<file path="src/rtl/rf_pkg.sv">
// rf_pkg: shared clear-FSM state encoding and default register-file dimensions
package rf_pkg;
  typedef enum logic {IDLE, CLEAR} clr_state_e;
  localparam int DEF_DATA_W = 8;
  localparam int DEF_ADDR_W = 3;
endpackage

</file>
<file path="src/rtl/rf_clear_ctrl.sv">
// rf_clear_ctrl: clear sequencer walking clr_addr 0..DEPTH-1 once per clr_req (clk, rst_n, clr_req -> busy, clr_en, clr_addr)
module rf_clear_ctrl
  import rf_pkg::*;
#(
  parameter int ADDR_W = DEF_ADDR_W
) (
  input  logic              clk,
  input  logic              rst_n,
  input  logic              clr_req,
  output logic              busy,
  output logic              clr_en,
  output logic [ADDR_W-1:0] clr_addr
);
  clr_state_e state, state_nxt;
  logic [ADDR_W-1:0] clr_cnt, clr_cnt_nxt;
  always_ff @(posedge clk) begin
    if (!rst_n) begin
      state   <= IDLE;
      clr_cnt <= '0;
    end else begin
      state   <= state_nxt;
      clr_cnt <= clr_cnt_nxt;
    end
  end
  always_comb begin
    state_nxt   = state;
    clr_cnt_nxt = clr_cnt;
    state_nxt   = state == IDLE ? (clr_req ? CLEAR : IDLE) : (&clr_cnt ? IDLE : CLEAR);
    clr_cnt_nxt = state == CLEAR ? clr_cnt + ADDR_W'(1) : '0;
  end
  assign busy     = state == CLEAR;
  assign clr_en   = state == CLEAR;
  assign clr_addr = clr_cnt;
endmodule

</file>
<file path="src/rtl/reg_file_param.sv">
// reg_file_param: 1W/2R register file, registered write-first reads, sequenced clear (clk, rst_n, we/write_addr/write_data, read_addrN -> read_dataN, clr_req -> busy, wr_err)
module reg_file_param
  import rf_pkg::*;
#(
  parameter int DATA_W   = DEF_DATA_W,
  parameter int ADDR_W   = DEF_ADDR_W,
  parameter int ZERO_REG = 0
) (
  input  logic              clk,
  input  logic              rst_n,
  input  logic              we,
  input  logic [ADDR_W-1:0] write_addr,
  input  logic [DATA_W-1:0] write_data,
  input  logic [ADDR_W-1:0] read_addr1,
  input  logic [ADDR_W-1:0] read_addr2,
  output logic [DATA_W-1:0] read_data1,
  output logic [DATA_W-1:0] read_data2,
  input  logic              clr_req,
  output logic              busy,
  output logic              wr_err
);
  localparam int DEPTH = 2 ** ADDR_W;
  localparam bit ZERO  = ZERO_REG != 0;
  logic [DATA_W-1:0] mem [DEPTH];
  logic              clr_en, wr_commit, wr_drop;
  logic [ADDR_W-1:0] clr_addr;
  logic [DATA_W-1:0] rd1_nxt, rd2_nxt;
  rf_clear_ctrl #(.ADDR_W(ADDR_W)) u_clr (
    .clk      (clk),
    .rst_n    (rst_n),
    .clr_req  (clr_req),
    .busy     (busy),
    .clr_en   (clr_en),
    .clr_addr (clr_addr)
  );
  assign wr_drop   = we && (busy || clr_req);
  assign wr_commit = we && !busy && !clr_req && !(ZERO && write_addr == '0);
  assign rd1_nxt = (ZERO && read_addr1 == '0) || (clr_en && read_addr1 == clr_addr) ? '0 :
                   (wr_commit && read_addr1 == write_addr) ? write_data : mem[read_addr1];
  assign rd2_nxt = (ZERO && read_addr2 == '0) || (clr_en && read_addr2 == clr_addr) ? '0 :
                   (wr_commit && read_addr2 == write_addr) ? write_data : mem[read_addr2];
  always_ff @(posedge clk) begin
    if (!rst_n) begin
      for (int i = 0; i < DEPTH; i++) mem[i] <= '0;
      read_data1 <= '0;
      read_data2 <= '0;
      wr_err     <= 1'b0;
    end else begin
      if (clr_en) mem[clr_addr] <= '0;
      else if (wr_commit) mem[write_addr] <= write_data;
      read_data1 <= rd1_nxt;
      read_data2 <= rd2_nxt;
      wr_err     <= wr_drop;
    end
  end
endmodule

</file>
<file path="config.mk">
export PLATFORM = sky130hd
export DESIGN_NAME = reg_file_param
export DESIGN_NICKNAME = d
export VERILOG_FILES = /design/src/rtl/rf_pkg.sv /design/src/rtl/rf_clear_ctrl.sv /design/src/rtl/reg_file_param.sv
export SDC_FILE = /design/constraint.sdc
export NUM_CORES = 1
export LEC_CHECK = 0
export ABC_AREA = 1
export BUFFER_PORTS_ARGS = -buffer_cell sky130_fd_sc_hd__buf_2
export CORE_ASPECT_RATIO = 0.8
export CORE_UTILIZATION = 59
export CTS_CLUSTER_DIAMETER = 150
export DETAILED_ROUTE_END_ITERATION = 8
export PLACE_DENSITY_LB_ADDON = 0.2
export SYNTH_ARGS = -nofsm -noshare
export SYNTH_HDL_FRONTEND = slang
export SYNTH_HIERARCHICAL = 1
export SYNTH_SLANG_ARGS = --single-unit
</file>
<file path="constraint.sdc">
create_clock -name clk -period 2.5 [get_ports clk]
set_input_delay 0.375 -clock clk [delete_from_list [all_inputs] [get_ports clk]]
set_output_delay 0.375 -clock clk [all_outputs]
set_load 0.05 [all_outputs]
</file>
== Word level (Yosys, flattened, before mapping) ==
Memory sizes are Yosys's and may differ from the RTL's. A register that Yosys moved wholly into a read port is not among the register bits.
Cells that the tools add are included.
Word-level totals
  flip-flop bits (word level): 5
  bits in writable memories: 64
  input port bits: 21
  memories: 1
Memories
  mem: words 8, width 8, read ports 2, clocked after memory_dff 2, wr ports 8, RTL line reg_file_param.sv:24  | logic [DATA_W-1:0] mem [DEPTH];
Operators by class
  add/subtract/negate cells: 1
  equality and inequality tests: 2
  multiplexer cells: 17
  bitwise gates (word level): 1
  reduce and logical (&&, ||, !) cells: 14
Operators by type and width (count)
  8-bit two-way mux: 2
  8-bit OR reduction: 2
  1-bit two-way mux: 13
  3-bit equality test: 2
  3-bit two-way mux: 2
  1-bit logical AND: 5
  2-bit OR reduction: 2
  3-bit by 1-bit adder with 3-bit output, second input constant: 1
  3-bit AND reduction: 1
  1-bit zero test: 2
  2-bit AND reduction: 1
  1-bit logical OR: 1
  1-bit NOT: 1

== Logic depth before layout (Yosys ltp) ==
Gate-level depths: netlist (run 1).
  depth in word-level cells: 9
  gate-level depth with buffers: 9

== Cells and area by module ==
The synthesis (run 1) kept the hierarchy.
Modules (own cells, without submodules)
  reg_file_param: instances 1, cells each 603, area each 4655.7 µm², seq. area each 2262.2 µm²
  rf_clear_ctrl: instances 1, cells each 17, area each 151.4 µm², seq. area each 80.1 µm²

== Worst setup path before layout (run 1) ==
Ideal clock, no wire load.
  path kind: reg2reg
  from: register u_clr.state, in the netlist u_clr/busy
  to: memory mem[0][0] (netlist name) (enable)
  library setup time: 0.329 ns
  arrival time: 1.756 ns
  data required time: 2.171 ns
  slack: 0.415 ns
  stages on the path, launching flop included: 8
  path buffers: 1
  period minus slack after synthesis: 2.085 ns
  cell sequence: dfxtp_1 buf_4 inv_2 nand2_1 nand2_4 nor2_8 nand2_4 nand2_1
RTL lines
  start: declaration: RTL line rf_clear_ctrl.sv:14  | clr_state_e state, state_nxt;
  start signal: assignment: RTL line rf_clear_ctrl.sv:21  | state <= state_nxt;
  end: declaration: RTL line reg_file_param.sv:24

==> flow_summary.ini, run 1 <==
[timing]
relSlewSlack_pct = 58.1
slew_viol_final = 0
final-hold-violation-count = 0
fmax_mhz = 506
setup-tns-final_ps = 0
rsz0062_at_grt = no
setup_viol = 0
tightest_slew_ps = 627
fin_crit_sh_pct = 79.0
fin_crit_ps = 1970
finalClockSkew_ps = 11.8

[worst_setup_path]
reg2regPathDepth = 7
r2r-end = mem[0][0]
crit_chain = nor2_8 > nand2_4 > nand2_1 > nand2_4 > nor2_8 > nand2_4 > nand2_1
slowest_delay_ps = 430
required_ps = 2540
endpoint = mem[0][0]
path_max_fanout = 9
reg2reg_slack_ps = 530
setup.worst_path.end_class = register
crit_arrival_ps = 2010
crit_top_cell = nand2_4
critPathKind = reg -> reg
crit_slowest_cell = dfxtp_1
cp-start-kind = register
critPathLaunch = u_clr/busy
r2r-start = u_clr/busy

[floorplan]
rows = 29
dieArea_sq_um = 8520
die_x_um = 103
start_util_pct = 60.8
ios = 39
die_h_um = 82.7
core_area_sq_um = 7910

[synthesis]
synth_top_area_share_pct = 40.0
yosys_warnings = 6
syn_nets = 643
post-synth-top-count-cell = nand2_1
avgSynthCellArea_sq_um = 7.75
syn-cell-area_sq_um = 4810
netlist_top_cells_area = edfxtp_1, nand2_1, nand3_1, dfxtp_1, nor2_1
synth-async-reset-ratio_pct = 0
ys_types = 23
synthTopCellsByCount = nand2_1, nand3_1, nor2_1
yosysSeqAreaShare_pct = 48.7
synth_edf_count = 64
yosys.area.top_type = edfxtp_1
synthCells = 620
synth-seq-cells = 85
synth_flop_cell = edfxtp_1

[power]
switching_share_pct = 31.5
clkPwrFrac_pct = 29.1
power_frac_comb_pct = 17.5
p_sw_mw = 0.954
power.share.sequential_pct = 53.3
power.leakage_nw = 2.33
power.internal_mw = 2.08
p_per_area_nw_per_um2 = 582
max-vdd-ir-drop_mv = 0.370

[placement]
place_area_sq_um = 5040
gp_congestion = 1.04
place.port_buffers = 38
dp_hpwl_um = 10300

[global_route]
grt_pass1_wl_um = 21500
grt_max_degree = 28
antenna_found_initial = 0
grt_pass1_vias = 3965
grt_usage_pct = 35.9
overflow = 0

[routing]
routed_wirelength_um = 14300
drc = 0
antenna_left = 0
routed_via_density = 5.82
first_pass_iters = 5
vias = 4432
drt_iter0_drc = 610
post_drt_wl_per_cell_um = 18.8

[layout]
n_antenna_cell = 0
fill_cells = 725
syn_to_final_growth_pct = 8.46
fin_util_pct = 65.9
drive_gt1_share_pct = 14.8
final_area_sq_um = 5210
fin_nets = 672

[clock_network]
cts_hold_buffers = 0
cts.clk_slew.worst_paths_ps = 90
ctsHtreeMaxLevel = 3
clock_latency_ps = 370
post_cts_buffers = 0
cts_tree = yes
clock_sinks = 85
cts_buffer_depth = 2
root_buffer = clkbuf_8
cts_buffers = 9
ctsResizeCount = 0

[job]
maxCapViolations = 0

[hold_path]
worstHoldPathType = in -> reg

[status]
status = complete, no violations
-- flip-flops by register name, summed over array words and instances, names as in the netlist --
| signal | flops |
|---|---|
| u_clr/busy | 1 |
| read_data1 | 8 |
| wr_err | 1 |
| mem | 64 |
| read_data2 | 8 |
| u_clr/clr_addr | 3 |
-- critical path, delay by kind of cell (launching register included) --
family / cells / cell delay, ps
simple gates: 7 / 1200
flops: 1 / 430
-- layer usage --
metal | vias to the layer above | global-route usage [%] | part of all wire, % | routed length (um)
met2 | 313 | 56.5 | 45 | 6470
met4 | 0 | 12.5 | 2.9 | 408
met1 | 1999 | 47.3 | 39 | 5580
met5 | - | 0 | 0 | 0
met3 | 40 | 10.9 | 13 | 1850
li1 | 2080 | - | - | -
-- metrics by stage --
| stage | hold slack (ps) | total power, mW | worst slack, ps | cells |
|---|---|---|---|---|
| floorplan | 452 | 2.02 | 415 | 620 |
| global placement | 504 | 2.16 | 482 | 746 |
| detailed placement | 504 | 2.17 | 415 | 746 |
| CTS | 315 | 3.03 | 540 | 762 |
| global route | 326 | 3.14 | 403 | 762 |
| finish | 329 | 3.03 | 525 | 762 |
-- worst min path at each step --
stage	start	end	slack, ps	cells past startpoint
after detailed placement	u_clr/clr_addr[0]	u_clr/clr_addr[0]	500	1
final	we	wr_err	330	3
after global placement	u_clr/clr_addr[0]	u_clr/clr_addr[0]	500	1
after global routing	we	wr_err	330	3
after floorplan	u_clr/clr_addr[0]	u_clr/clr_addr[0]	450	1
after CTS	we	wr_err	320	3
-- kinds of logic (layout without fill, tap and decap cells) --
family                     count (synthesis)  in the layout  synth area share [%]
and+or+nand+nor                          467            467                  44.3
DFF                                       85             85                  48.7
buffers and inverters                     54             88                  5.08
AOI/OAI and AO/OA                         10             10                  1.04
adders and majority gates                  2              2                 0.520
xor gates and xnor gates                   2              2                 0.364
-- power by group through the flow --
stage	Sequential, mW	Clock, mW	Combinational (mW)
floorplan	1.72	0	0.298
global placement	1.65	0	0.511
detailed placement	1.65	0	0.518
CTS	1.62	0.894	0.519
global route	1.63	0.949	0.569
finish	1.62	0.884	0.531
-- area by class of cell --
| cell class | instances | area, sq um | share of cell area, % |
|---|---|---|---|
| multi-input combinational | 481 | 2220 | 42.6 |
| clock inverter | 7 | 48.8 | 0.936 |
| inverter | 28 | 108 | 2.06 |
| timing repair buffer | 44 | 235 | 4.51 |
| clock buffer | 9 | 124 | 2.38 |
| tap | 108 | 135 | 2.59 |
| sequential | 85 | 2340 | 44.9 |
-- cells in the final DEF, fill, tap and decap left out, types with 3 or more instances in the layout --
master and count:
nand2_1 207, nand3_1 114, nor2_1 112, edfxtp_1 64, buf_2 38, dfxtp_1 21
inv_1 18, nand2_4 11, inv_2 9, a21oi_1 9, clkbuf_8 9, nor2_4 8
nand4_1 6, buf_4 6, nand2_2 5, nor2_8 3
No activity file was read; power rests on OpenSTA's default activity.
==> run 2: changes to the inputs <==
--- a/config.mk
+++ b/config.mk
@@ -5,7 +5,7 @@
 export SDC_FILE = /design/constraint.sdc
 export NUM_CORES = 1
 export LEC_CHECK = 0
-export ABC_AREA = 1
+export ABC_AREA = 0
 export BUFFER_PORTS_ARGS = -buffer_cell sky130_fd_sc_hd__buf_2
 export CORE_ASPECT_RATIO = 0.8
 export CORE_UTILIZATION = 59
==> constraint.sdc (replaced) <==
create_clock -name clk -period 2.05 [get_ports clk]
set_input_delay 0.3075 -clock clk [delete_from_list [all_inputs] [get_ports clk]]
set_output_delay 0.3075 -clock clk [all_outputs]
set_load 0.05 [all_outputs]
==> run 2 against run 1 <==
  * Flip-flop and latch count unchanged
  * Clock power rose by 36%
  * Worst setup slack got worse by 450 ps
  * First-iteration DRC count decreased by 58%
  * Via count fell by 33%
  * Fmax up 0.13%
  * Final area is 5.5% lower
  * Sequential power grew 22%
  * Combinational power increased by 3%
  * Critical path depth fell by 3
  * Clock skew is 3.5 ps lower
  * Utilization rose by 4.9 points
==> flow_summary.ini, run 2 <==
[worst_setup_path]
crit_arrival_ps = 2010
critPathLaunch = u_clr/busy
setup.worst_path.end_class = register
required_ps = 2090
slowest_delay_ps = 530
cp-start-kind = register
reg2reg_slack_ps = 80
critPathKind = reg -> reg
r2r-start = u_clr/busy
crit_chain = or3b_1 > nor4_2 > o211ai_2 > nand2_2
crit_slowest_cell = or3b_1
path_max_fanout = 8

[clock_network]
cts.clk_slew.worst_paths_ps = 80
cts_buffer_depth = 2
root_buffer = clkbuf_8
ctsHtreeMaxLevel = 3
cts_tree = yes
clock_sinks = 85
cts_buffers = 9
clock_latency_ps = 350
post_cts_buffers = 0

[floorplan]
ios = 39
rows = 27
dieArea_sq_um = 7590
die_x_um = 97.2
die_h_um = 78.1
start_util_pct = 61.4
core_area_sq_um = 6960

[layout]
fin_nets = 399
regMostFlops = mem
mostFrequentLayoutCells = nor2_1, edfxtp_1, buf_2
syn_to_final_growth_pct = 15.2
final_area_sq_um = 4930
drive_gt1_share_pct = 34.4
n_antenna_cell = 0
largest_reg_flops = 64
largest_registers = mem (64), read_data1 (8), read_data2 (8)
mostFrequentLayoutCell = nor2_1
fin_util_pct = 70.8

[timing]
setup_viol = 0
finalClockSkew_ps = 8.31
fin_crit_sh_pct = 96.2
slew_viol_final = 0
tightest_slew_ps = 488
fmax_mhz = 507
final-hold-violation-count = 0
rsz0062_at_grt = yes
setup-tns-final_ps = 0
relSlewSlack_pct = 67.5
fin_crit_ps = 1970

[routing]
antenna_left = 0
first_pass_iters = 5
vias = 2966
drt_iter0_drc = 257
post_drt_wl_per_cell_um = 21.9
routed_wirelength_um = 10300
routed_via_density = 6.34
drc = 0

[status]
status = complete, no violations

[synthesis]
synth_flop_cell = edfxtp_1
synth_edf_count = 64
syn_nets = 343
post-synth-top-count-cell = nor2_1
synthCells = 320
synthTopCellsByCount = nor2_1, edfxtp_1, mux4_2
avgSynthCellArea_sq_um = 13.4
yosys_warnings = 6
synth-async-reset-ratio_pct = 0
netlist_top_cells_area = edfxtp_1, mux4_2, dfxtp_1, nor2_1, mux2i_1
yosys.area.top_type = edfxtp_1
synth-seq-cells = 85
yosysSeqAreaShare_pct = 54.8
syn-cell-area_sq_um = 4280
ys_types = 30
synth_top_area_share_pct = 45.0

[placement]
place_area_sq_um = 4720
gp_congestion = 0.935
dp_hpwl_um = 7420
place.port_buffers = 38

[global_route]
grt_pass1_wl_um = 16100
grt_usage_pct = 29.6
overflow = 0
grt_pass1_vias = 2891
grt_max_degree = 19
antenna_found_initial = 0

[power]
switching_share_pct = 25.5
clkPwrFrac_pct = 32.4
power.internal_mw = 2.77
power.leakage_nw = 1.82
power_frac_comb_pct = 14.7
max-vdd-ir-drop_mv = 0.521
power.share.sequential_pct = 52.9
p_sw_mw = 0.948
p_per_area_nw_per_um2 = 754

[hold_path]
worstHoldPathType = in -> reg
worstHoldStart = we

[job]
maxCapViolations = 0
## run 2: timing repair
item | 4_1_cts | 5_1_grt
endpoints found under the setup margin | 0 | 5
resized for setup | 0 | 1
hold buffers | 0 | 0
## run 2: per-stage QoR
step | power (mW) | hold WS, ps | setup WS [ps] | std cells
final | 3.72 | 189 | 77.7 | 468
after global routing | 3.83 | 193 | -11.4 | 468
after CTS | 3.72 | 182 | 62.6 | 468
after detailed placement | 2.54 | 534 | 10.8 | 452
after global placement | 2.54 | 523 | 42.6 | 452
after floorplan | 2.37 | 430 | -50.1 | 320
## run 2: layout make-up
type                    instances  area (sq um)
flip-flops and latches         85          2340
fillers                       523          2030
multi-input cells             218          1870
repair buffers                 61           400
clock buffers                  13           159
well taps                      87           109
clock inverters                 3          43.8
inverters                       1          3.75
## run 2: logic make-up after synthesis
| kind of cell | synth area share [%] |
|---|---|
| AND/OR/NAND/NOR | 12.8 |
| multiplexers | 20.6 |
| buffers and inverters | 1.99 |
| XOR/XNOR | 2.46 |
| adder cells (fa/ha/maj) | 0.585 |
| flip-flops | 54.8 |
| AO/OA/AOI/OAI | 6.76 |
## run 2: path summary, 6_finish.rpt
kind	depth (start not counted)	endpoint
worst max-delay path	4	mem[5][4]
worst min register to register	1	u_clr/clr_addr[0]
worst min-delay path	2	wr_err
worst max register to register	4	mem[5][4]
## run 2: critical path: cells and delay by family (launching register included)
kind | cells | cell delay, ps
flip-flops | 1 | 320
AO/OA/AOI/OAI | 1 | 160
AND/OR/NAND/NOR | 3 | 1160
## run 2: power by group through the flow
stage / clock network (mW) / registers [mW] / logic [mW]
floorplan: 0 / 2.09 / 0.284
global placement: 0 / 2.00 / 0.539
detailed placement: 0 / 2.00 / 0.543
CTS: 1.21 / 1.96 / 0.545
global route: 1.28 / 1.97 / 0.579
finish: 1.20 / 1.97 / 0.547
## run 2: per-layer routing
metal	routed length (um)	part of all wire (%)	vias to the layer above	global-route usage (%)
li1	-	-	1319	-
met1	4150	40	1468	41.5
met2	4840	47	158	45.9
met3	965	9.4	21	6.77
met4	304	3.0	0	11.2
met5	0	0	-	0
